File: src/rtl/rvm_axi4_bridge_if.sv
// AXI4 master-side channel bundle used by rvm_axi4_bridge (single beat, no IDs or bursts).
interface rvm_axi4_bridge_if #(
  parameter int ADDR_W = 32,
  parameter int DATA_W = 32
);
  logic [ADDR_W-1:0]   ARADDR;
  logic [2:0]          ARSIZE;
  logic                ARVALID;
  logic                ARREADY;
  logic [DATA_W-1:0]   RDATA;
  logic [1:0]          RRESP;
  logic                RVALID;
  logic                RREADY;
  logic [ADDR_W-1:0]   AWADDR;
  logic [2:0]          AWSIZE;
  logic                AWVALID;
  logic                AWREADY;
  logic [DATA_W-1:0]   WDATA;
  logic [DATA_W/8-1:0] WSTRB;
  logic                WVALID;
  logic                WREADY;
  logic [1:0]          BRESP;
  logic                BVALID;
  logic                BREADY;

  modport master (
    output ARADDR, ARSIZE, ARVALID, input ARREADY,
    input  RDATA, RRESP, RVALID, output RREADY,
    output AWADDR, AWSIZE, AWVALID, input AWREADY,
    output WDATA, WSTRB, WVALID, input WREADY,
    input  BRESP, BVALID, output BREADY
  );

  modport slave (
    input  ARADDR, ARSIZE, ARVALID, output ARREADY,
    output RDATA, RRESP, RVALID, input RREADY,
    input  AWADDR, AWSIZE, AWVALID, output AWREADY,
    input  WDATA, WSTRB, WVALID, output WREADY,
    output BRESP, BVALID, input BREADY
  );
endinterface

File: src/rtl/rvm_axi4_bridge.sv
// Single-outstanding bridge from the rvm core SRAM-style port to an AXI4 master,
// with a response timeout that latches a sticky bus fault.
module rvm_axi4_bridge #(
  parameter int ADDR_W      = 32,
  parameter int DATA_W      = 32,
  parameter int TIMEOUT_CYC = 1024
) (
  input  logic                ACLK,
  input  logic                ARESETn,
  input  logic [ADDR_W-1:0]   mem_addr,
  input  logic [DATA_W-1:0]   mem_wdata,
  input  logic [DATA_W/8-1:0] mem_b_en,
  input  logic                mem_c_en,
  input  logic                mem_w_en,
  output logic [DATA_W-1:0]   mem_rdata,
  output logic                mem_stall,
  output logic                mem_error,
  output logic                bus_fault,
  rvm_axi4_bridge_if.master   m_axi
);
  localparam int               STRB_W   = DATA_W / 8;
  localparam logic [2:0]       AXI_SIZE = 3'($clog2(STRB_W));
  localparam bit               TO_EN    = (TIMEOUT_CYC != 0);
  localparam int               CNT_W    = $clog2(TIMEOUT_CYC + 2);
  localparam logic [CNT_W-1:0] TO_LAST  = CNT_W'(TO_EN ? TIMEOUT_CYC - 1 : 0);

  typedef enum logic [2:0] {S_IDLE, S_AR, S_R, S_WR, S_B, S_DONE} state_t;

  state_t              state_q, state_d;
  logic [ADDR_W-1:0]   addr_q, addr_d;
  logic [DATA_W-1:0]   wdata_q, wdata_d;
  logic [STRB_W-1:0]   ben_q, ben_d;
  logic [DATA_W-1:0]   rdata_q, rdata_d;
  logic                error_q, error_d;
  logic                fault_q, fault_d;
  logic                aw_done_q, aw_done_d;
  logic                w_done_q, w_done_d;
  logic [CNT_W-1:0]    cnt_q, cnt_d;
  logic                busy;
  logic                timeout;
  logic                aw_hs;
  logic                w_hs;

  assign busy = (state_q == S_AR) || (state_q == S_R) || (state_q == S_WR) || (state_q == S_B);

  always_comb begin
    state_d   = state_q;
    addr_d    = addr_q;
    wdata_d   = wdata_q;
    ben_d     = ben_q;
    rdata_d   = rdata_q;
    error_d   = error_q;
    fault_d   = fault_q;
    aw_done_d = aw_done_q;
    w_done_d  = w_done_q;
    cnt_d     = '0;
    timeout   = 1'b0;
    aw_hs     = aw_done_q | m_axi.AWREADY;
    w_hs      = w_done_q | m_axi.WREADY;

    // Cycle count while waiting on the bus; the last allowed cycle fires the timeout.
    if (busy && TO_EN) begin
      cnt_d   = cnt_q + CNT_W'(1);
      timeout = (cnt_q >= TO_LAST);
    end

    case (state_q)
      S_IDLE: begin
        if (mem_c_en) begin
          if (fault_q) begin
            state_d = S_DONE;
            error_d = 1'b1;
            rdata_d = '0;
          end else begin
            addr_d  = mem_addr;
            wdata_d = mem_wdata;
            ben_d   = mem_b_en;
            state_d = mem_w_en ? S_WR : S_AR;
          end
        end
      end
      S_AR: begin
        if (timeout)             state_d = S_DONE;
        else if (m_axi.ARREADY)  state_d = S_R;
      end
      S_R: begin
        // A response landing on the final cycle still wins over the timeout.
        if (m_axi.RVALID) begin
          rdata_d = m_axi.RDATA;
          error_d = |m_axi.RRESP;
          state_d = S_DONE;
        end else if (timeout) begin
          state_d = S_DONE;
        end
      end
      S_WR: begin
        if (timeout) begin
          state_d = S_DONE;
        end else if (aw_hs && w_hs) begin
          aw_done_d = 1'b0;
          w_done_d  = 1'b0;
          state_d   = S_B;
        end else begin
          aw_done_d = aw_hs;
          w_done_d  = w_hs;
        end
      end
      S_B: begin
        if (m_axi.BVALID) begin
          error_d = |m_axi.BRESP;
          state_d = S_DONE;
        end else if (timeout) begin
          state_d = S_DONE;
        end
      end
      S_DONE:  state_d = S_IDLE;
      default: state_d = S_IDLE;
    endcase

    // Late responses can no longer be matched to a request, so the fault sticks until reset.
    if (timeout && !(state_q == S_R && m_axi.RVALID) && !(state_q == S_B && m_axi.BVALID)) begin
      error_d   = 1'b1;
      rdata_d   = '0;
      fault_d   = 1'b1;
      aw_done_d = 1'b0;
      w_done_d  = 1'b0;
    end
  end

  always_ff @(posedge ACLK or negedge ARESETn) begin
    if (!ARESETn) begin
      state_q   <= S_IDLE;
      addr_q    <= '0;
      wdata_q   <= '0;
      ben_q     <= '0;
      rdata_q   <= '0;
      error_q   <= 1'b0;
      fault_q   <= 1'b0;
      aw_done_q <= 1'b0;
      w_done_q  <= 1'b0;
      cnt_q     <= '0;
    end else begin
      state_q   <= state_d;
      addr_q    <= addr_d;
      wdata_q   <= wdata_d;
      ben_q     <= ben_d;
      rdata_q   <= rdata_d;
      error_q   <= error_d;
      fault_q   <= fault_d;
      aw_done_q <= aw_done_d;
      w_done_q  <= w_done_d;
      cnt_q     <= cnt_d;
    end
  end

  assign m_axi.ARADDR  = addr_q;
  assign m_axi.ARSIZE  = AXI_SIZE;
  assign m_axi.ARVALID = (state_q == S_AR);
  assign m_axi.RREADY  = (state_q == S_R);
  assign m_axi.AWADDR  = addr_q;
  assign m_axi.AWSIZE  = AXI_SIZE;
  assign m_axi.AWVALID = (state_q == S_WR) && !aw_done_q;
  assign m_axi.WDATA   = wdata_q;
  assign m_axi.WSTRB   = ben_q;
  assign m_axi.WVALID  = (state_q == S_WR) && !w_done_q;
  assign m_axi.BREADY  = (state_q == S_B);

  assign mem_stall = ARESETn && (((state_q == S_IDLE) && mem_c_en) || busy);
  assign mem_error = (state_q == S_DONE) && error_q;
  assign mem_rdata = rdata_q;
  assign bus_fault = fault_q;
endmodule

File: src/flat_wrapper.sv
// flat-port wrapper written by rule: the top's interface ports become plain ports
module rvm_axi4_bridge_flat 
#(
  parameter int ADDR_W      = 32,
  parameter int DATA_W      = 32,
  parameter int TIMEOUT_CYC = 1024
)
  (ACLK, ARESETn, mem_addr, mem_wdata, mem_b_en, mem_c_en, mem_w_en, mem_rdata, mem_stall, mem_error, bus_fault, m_axi_ARADDR, m_axi_ARSIZE, m_axi_ARVALID, m_axi_ARREADY, m_axi_RDATA, m_axi_RRESP, m_axi_RVALID, m_axi_RREADY, m_axi_AWADDR, m_axi_AWSIZE, m_axi_AWVALID, m_axi_AWREADY, m_axi_WDATA, m_axi_WSTRB, m_axi_WVALID, m_axi_WREADY, m_axi_BRESP, m_axi_BVALID, m_axi_BREADY);
  rvm_axi4_bridge_if #(.ADDR_W(ADDR_W), .DATA_W(DATA_W)) m_axi_i ();
  input  logic ACLK;
  input  logic ARESETn;
  input  logic [ADDR_W-1:0] mem_addr;
  input  logic [DATA_W-1:0] mem_wdata;
  input  logic [DATA_W/8-1:0] mem_b_en;
  input  logic mem_c_en;
  input  logic mem_w_en;
  output logic [DATA_W-1:0] mem_rdata;
  output logic mem_stall;
  output logic mem_error;
  output logic bus_fault;
  output wire logic [$bits(m_axi_i.ARADDR)-1:0] m_axi_ARADDR;
  output wire logic [$bits(m_axi_i.ARSIZE)-1:0] m_axi_ARSIZE;
  output wire logic [$bits(m_axi_i.ARVALID)-1:0] m_axi_ARVALID;
  input wire logic [$bits(m_axi_i.ARREADY)-1:0] m_axi_ARREADY;
  input wire logic [$bits(m_axi_i.RDATA)-1:0] m_axi_RDATA;
  input wire logic [$bits(m_axi_i.RRESP)-1:0] m_axi_RRESP;
  input wire logic [$bits(m_axi_i.RVALID)-1:0] m_axi_RVALID;
  output wire logic [$bits(m_axi_i.RREADY)-1:0] m_axi_RREADY;
  output wire logic [$bits(m_axi_i.AWADDR)-1:0] m_axi_AWADDR;
  output wire logic [$bits(m_axi_i.AWSIZE)-1:0] m_axi_AWSIZE;
  output wire logic [$bits(m_axi_i.AWVALID)-1:0] m_axi_AWVALID;
  input wire logic [$bits(m_axi_i.AWREADY)-1:0] m_axi_AWREADY;
  output wire logic [$bits(m_axi_i.WDATA)-1:0] m_axi_WDATA;
  output wire logic [$bits(m_axi_i.WSTRB)-1:0] m_axi_WSTRB;
  output wire logic [$bits(m_axi_i.WVALID)-1:0] m_axi_WVALID;
  input wire logic [$bits(m_axi_i.WREADY)-1:0] m_axi_WREADY;
  input wire logic [$bits(m_axi_i.BRESP)-1:0] m_axi_BRESP;
  input wire logic [$bits(m_axi_i.BVALID)-1:0] m_axi_BVALID;
  output wire logic [$bits(m_axi_i.BREADY)-1:0] m_axi_BREADY;
  assign m_axi_ARADDR = m_axi_i.ARADDR;
  assign m_axi_ARSIZE = m_axi_i.ARSIZE;
  assign m_axi_ARVALID = m_axi_i.ARVALID;
  assign m_axi_i.ARREADY = m_axi_ARREADY;
  assign m_axi_i.RDATA = m_axi_RDATA;
  assign m_axi_i.RRESP = m_axi_RRESP;
  assign m_axi_i.RVALID = m_axi_RVALID;
  assign m_axi_RREADY = m_axi_i.RREADY;
  assign m_axi_AWADDR = m_axi_i.AWADDR;
  assign m_axi_AWSIZE = m_axi_i.AWSIZE;
  assign m_axi_AWVALID = m_axi_i.AWVALID;
  assign m_axi_i.AWREADY = m_axi_AWREADY;
  assign m_axi_WDATA = m_axi_i.WDATA;
  assign m_axi_WSTRB = m_axi_i.WSTRB;
  assign m_axi_WVALID = m_axi_i.WVALID;
  assign m_axi_i.WREADY = m_axi_WREADY;
  assign m_axi_i.BRESP = m_axi_BRESP;
  assign m_axi_i.BVALID = m_axi_BVALID;
  assign m_axi_BREADY = m_axi_i.BREADY;
  rvm_axi4_bridge #(.ADDR_W(ADDR_W), .DATA_W(DATA_W), .TIMEOUT_CYC(TIMEOUT_CYC)) u_core (.ACLK(ACLK), .ARESETn(ARESETn), .mem_addr(mem_addr), .mem_wdata(mem_wdata), .mem_b_en(mem_b_en), .mem_c_en(mem_c_en), .mem_w_en(mem_w_en), .mem_rdata(mem_rdata), .mem_stall(mem_stall), .mem_error(mem_error), .bus_fault(bus_fault), .m_axi(m_axi_i));
endmodule
File: config.mk
export PLATFORM = sky130hd
export DESIGN_NAME = rvm_axi4_bridge_flat
export DESIGN_NICKNAME = d
export VERILOG_FILES = /design/src/rtl/rvm_axi4_bridge_if.sv /design/src/rtl/rvm_axi4_bridge.sv /design/src/flat_wrapper.sv
export SDC_FILE = /design/constraint.sdc
export NUM_CORES = 1
export LEC_CHECK = 0
export ABC_AREA = 1
export BUFFER_PORTS_ARGS = -buffer_cell sky130_fd_sc_hd__buf_2
export CAP_MARGIN = 20
export CORE_MARGIN = 2
export CORE_UTILIZATION = 35
export DETAILED_ROUTE_END_ITERATION = 12
export PLACE_DENSITY_LB_ADDON = 0.25
export REMOVE_ABC_BUFFERS = 1
export SLEW_MARGIN = 40
export SYNTH_ARGS = -nofsm -noshare
export SYNTH_HDL_FRONTEND = slang
export SYNTH_SLANG_ARGS = --single-unit
export TNS_END_PERCENT = 100
File: constraint.sdc
create_clock -name ACLK -period 1.8 [get_ports ACLK]
set_clock_uncertainty 0.1 [all_clocks]
set_input_delay 0.09 -clock ACLK [delete_from_list [all_inputs] [get_ports ACLK]]
set_output_delay 0.09 -clock ACLK [all_outputs]
set_load 0.005 [all_outputs]
==> flow_summary_export.csv <==
group,metric,value,unit
critical_path,required,1.61,ns
cts,cts_root_buf,"clkbuf_16",
critical_path,start_kind,"flop",
critical_path,worstSetupPathType,"flop to primary output",
global_route,grt_max_degree,64,
critical_path,crit_path_frequent_cell,"nand2_4",
detailed_routing,wl,16.4,mm
sta,worstMarginPinSlew,0.714,ns
min_path,min_path_type,"primary input to flop",
detailed_routing,vias,5013,
die,io_pins,259,
sta,rsz0062_at_grt,"yes",
cts,htree_levels,4,
global_route,track_usage,19.3,%
placement,io_buffers,252,
power,pwr-share-comb,33.1,%
power,clock_power_share,33.0,%
synthesis,syn_inst,526,
power,p_int,6.58,mW
sta,setup_slack,0.0144,ns
critical_path,end_kind,"primary output",
synthesis,synth.distinct_cells,34,
cts,path_clk_slew,0.05,ns
synthesis,synth_warnings,0,
detailed_routing,drcViolationCount,0,
global_route,gr-total-overflow,0,
critical_path,path_delay_family,"flip-flops",
global_route,grt_pass1_wl,25.0,mm
critical_path,cp.arrival,1.60,ns
synthesis,synth-edff-count,0,
detailed_routing,vias_per_cell,4.50,
cts,cts_sinks,118,
sta,slew-limit-headroom,52.4,%
detailed_routing,wire_per_inst,14.7,um
sta,finalSetupViolCount,0,
placement,placed_area,6800,um^2
placement,post-dp-hpwl,10.7,mm
placement,place_congestion,0.903,
power,power.leakage,4.96,nW
synthesis,seq_area_frac_synth,53.9,%
synthesis,avgSynthCellArea,10.4,um^2
final_layout,mostFrequentLayoutCells,"buf_2 (251), dfrtp_1 (116), dlygate4sd3_1 (108)",
synthesis,synth.ff_latch_count,118,
final_layout,final_common_cell,"buf_2",
sta,min_period,1.79,ns
die,die_h,129,um
sta,maxSlewViolCount,0,
detailed_routing,drt_iter0_drc,144,
critical_path,crit_slowest_cell,"dfrtp_1",
synthesis,netlist_area,5480,um^2
global_route,grt_pass1_vias,5241,
final_layout,synthToLayoutAreaGrowth,60.0,%
critical_path,crit_chain,"nor2_4 > buf_6 > nand2_4 > nand2_4 > inv_2 > o21ai_4 > o21ai_2 > inv_1 > buf_2",
die,start_util,35.9,%
outcome,status,"complete, no violations",
power,switchingPower,3.26,mW
die,core_area,15300,um^2
placement,place_ws,-0.160,ns
sta,whs,0.0350,ns
detailed_routing,firstDrtPassIters,4,
cts,cts_tree,"done",
sta,fmax,0.560,GHz
die,num_rows,45,
power,power_frac_seq,33.8,%
sta,hold_viol,0,
sta,finalSetupTns,0,ns
die,dieWidth,129,um
flow_run,maxCapViolations,0,
global_route,antenna_found_initial,0,
cts,cts_buffers,17,
power,ir_drop,0.651,mV
final_layout,nets,1004,
power,power_per_cell_area,1120,nW/um^2
final_layout,drive_gt1_share,47.1,%
power,sw_frac_of_total,33.1,%
cts,cts_max_path_buffers,2,
synthesis,synthFlopType,"dfrtp_1",
critical_path,cp_slowest_stage_delay,0.43,ns
synthesis,async_reset_ff_share,100,%
detailed_routing,detail-route-antenna-nets,0,
cts,insertion_delay,0.41,ns
final_layout,design_area,8770,um^2
sta,fin_crit_sh,99.2,%
die,dieArea,16700,um^2
critical_path,cp_max_fo,5,
critical_path,crit_buf_inv,4,
-- layer usage --
metal	wire [um]	global-route usage, %	vias up	part of all wire (%)
li1	-	-	2393	-
met1	6410	20.9	2408	39
met2	8670	35.1	178	53
met3	908	5.53	34	5.5
met4	374	8.57	0	2.3
met5	0	0	-	0
-- through the flow --
| stage | utilization, % | std cells | total power, mW |
|---|---|---|---|
| global placement | 44.5 | 958 | 5.66 |
| floorplan | - | 472 | 4.64 |
| CTS | 55.9 | 1102 | 9.43 |
| detailed placement | 44.5 | 958 | 5.76 |
| global route | 57.5 | 1114 | 10.5 |
| finish | 57.5 | 1115 | 9.85 |
-- path summary, 6_finish.rpt --
path / slack [ns] / from / endpoint / cells past startpoint
min reg2reg: 0.39 / u_core.cnt_q[0]$_DFF_PN0_ / u_core.cnt_q[0]$_DFF_PN0_ / 1
max in group asynchronous: 0.80 / ARESETn / u_core.mem_rdata[5]$_DFFE_PN0P_ / 3
max reg2reg: 0.05 / u_core.state_q[0]$_DFFE_PN0P_ / u_core.mem_rdata[10]$_DFFE_PN0P_ / 10
min in group asynchronous: 0.15 / ARESETn / u_core.error_q$_DFFE_PN0P_ / 3
min: 0.03 / m_axi_BVALID / u_core.error_q$_DFFE_PN0P_ / 5
max: 0.01 / u_core.state_q[1]$_DFFE_PN0P_ / mem_stall / 9
-- cells in the mapped netlist, types with 2 or more instances --
cell type | instances | area share, %
nor2_4 | 3 | 0.62
conb_1 | 2 | 0.14
buf_6 | 8 | 1.6
mux2_4 | 20 | 5.5
inv_1 | 36 | 2.5
nor2_1 | 44 | 3.0
clkbuf_1 | 2 | 0.14
nand3_1 | 6 | 0.55
inv_2 | 2 | 0.14
nor2_2 | 3 | 0.34
nand2_2 | 5 | 0.57
a21oi_1 | 9 | 0.82
dfrtp_1 | 118 | 54
buf_4 | 38 | 5.2
mux2_2 | 48 | 9.9
nand2_1 | 110 | 7.5
o21ai_1 | 4 | 0.37
nor3_1 | 5 | 0.46
o21ai_2 | 2 | 0.32
o21ai_0 | 38 | 3.5
buf_2 | 10 | 0.91
-- power groups by stage --
| stage | registers, mW | logic, mW | clock network (mW) |
|---|---|---|---|
| after floorplan | 3.38 | 1.26 | 0 |
| after global placement | 3.34 | 2.33 | 0 |
| after detailed placement | 3.35 | 2.42 | 0 |
| after CTS | 3.31 | 2.78 | 3.35 |
| after global routing | 3.37 | 3.66 | 3.47 |
| final | 3.33 | 3.26 | 3.25 |
-- layout make-up --
| cell class | count | area (um^2) |
|---|---|---|
| inverters | 38 | 155 |
| clock inverters | 9 | 95.1 |
| multi-input cells | 320 | 2110 |
| clock buffers | 23 | 488 |
| flip-flops and latches | 118 | 2960 |
| fillers | 1293 | 6490 |
| well taps | 211 | 264 |
| diodes | 1 | 2.50 |
| repair inverters | 1 | 5.00 |
| repair buffers | 394 | 2700 |
-- worst min-delay path, cell delays in order --
cell	delay [ns]
buf_2	0.10
a21oi_1	0.06
nor2_1	0.14
o21ai_1	0.07
nand2_1	0.05
-- registers in the layout, summed over array words and instances, names as in the netlist, 3 cells and up --
name	flops
u_core.m_axi.WDATA	32
u_core.m_axi.ARADDR	32
u_core.cnt_q	11
u_core.m_axi.WSTRB	4
u_core.state_q	3
u_core.mem_rdata	32
-- repair_timing --
item                       in CTS  in global routing
buffers inserted                2                  9
hold endpoints to repair      224                  0
cloned                          2                  3
hold buffers                  108                  0
gates resized for setup        10                 38
pin swaps                       3                 10
setup endpoints to repair      25                 43
-- kinds of logic after synthesis --
logic type | synth area share [%]
buffers and inverters | 10.5
other | 0.137
DFF | 53.9
muxes | 15.3
and+or+nand+nor | 14.1
adders and majority gates | 0.228
xor gates and xnor gates | 0.320
AOI/OAI and AO/OA | 5.50
No activity file was read; power rests on OpenSTA's default activity.
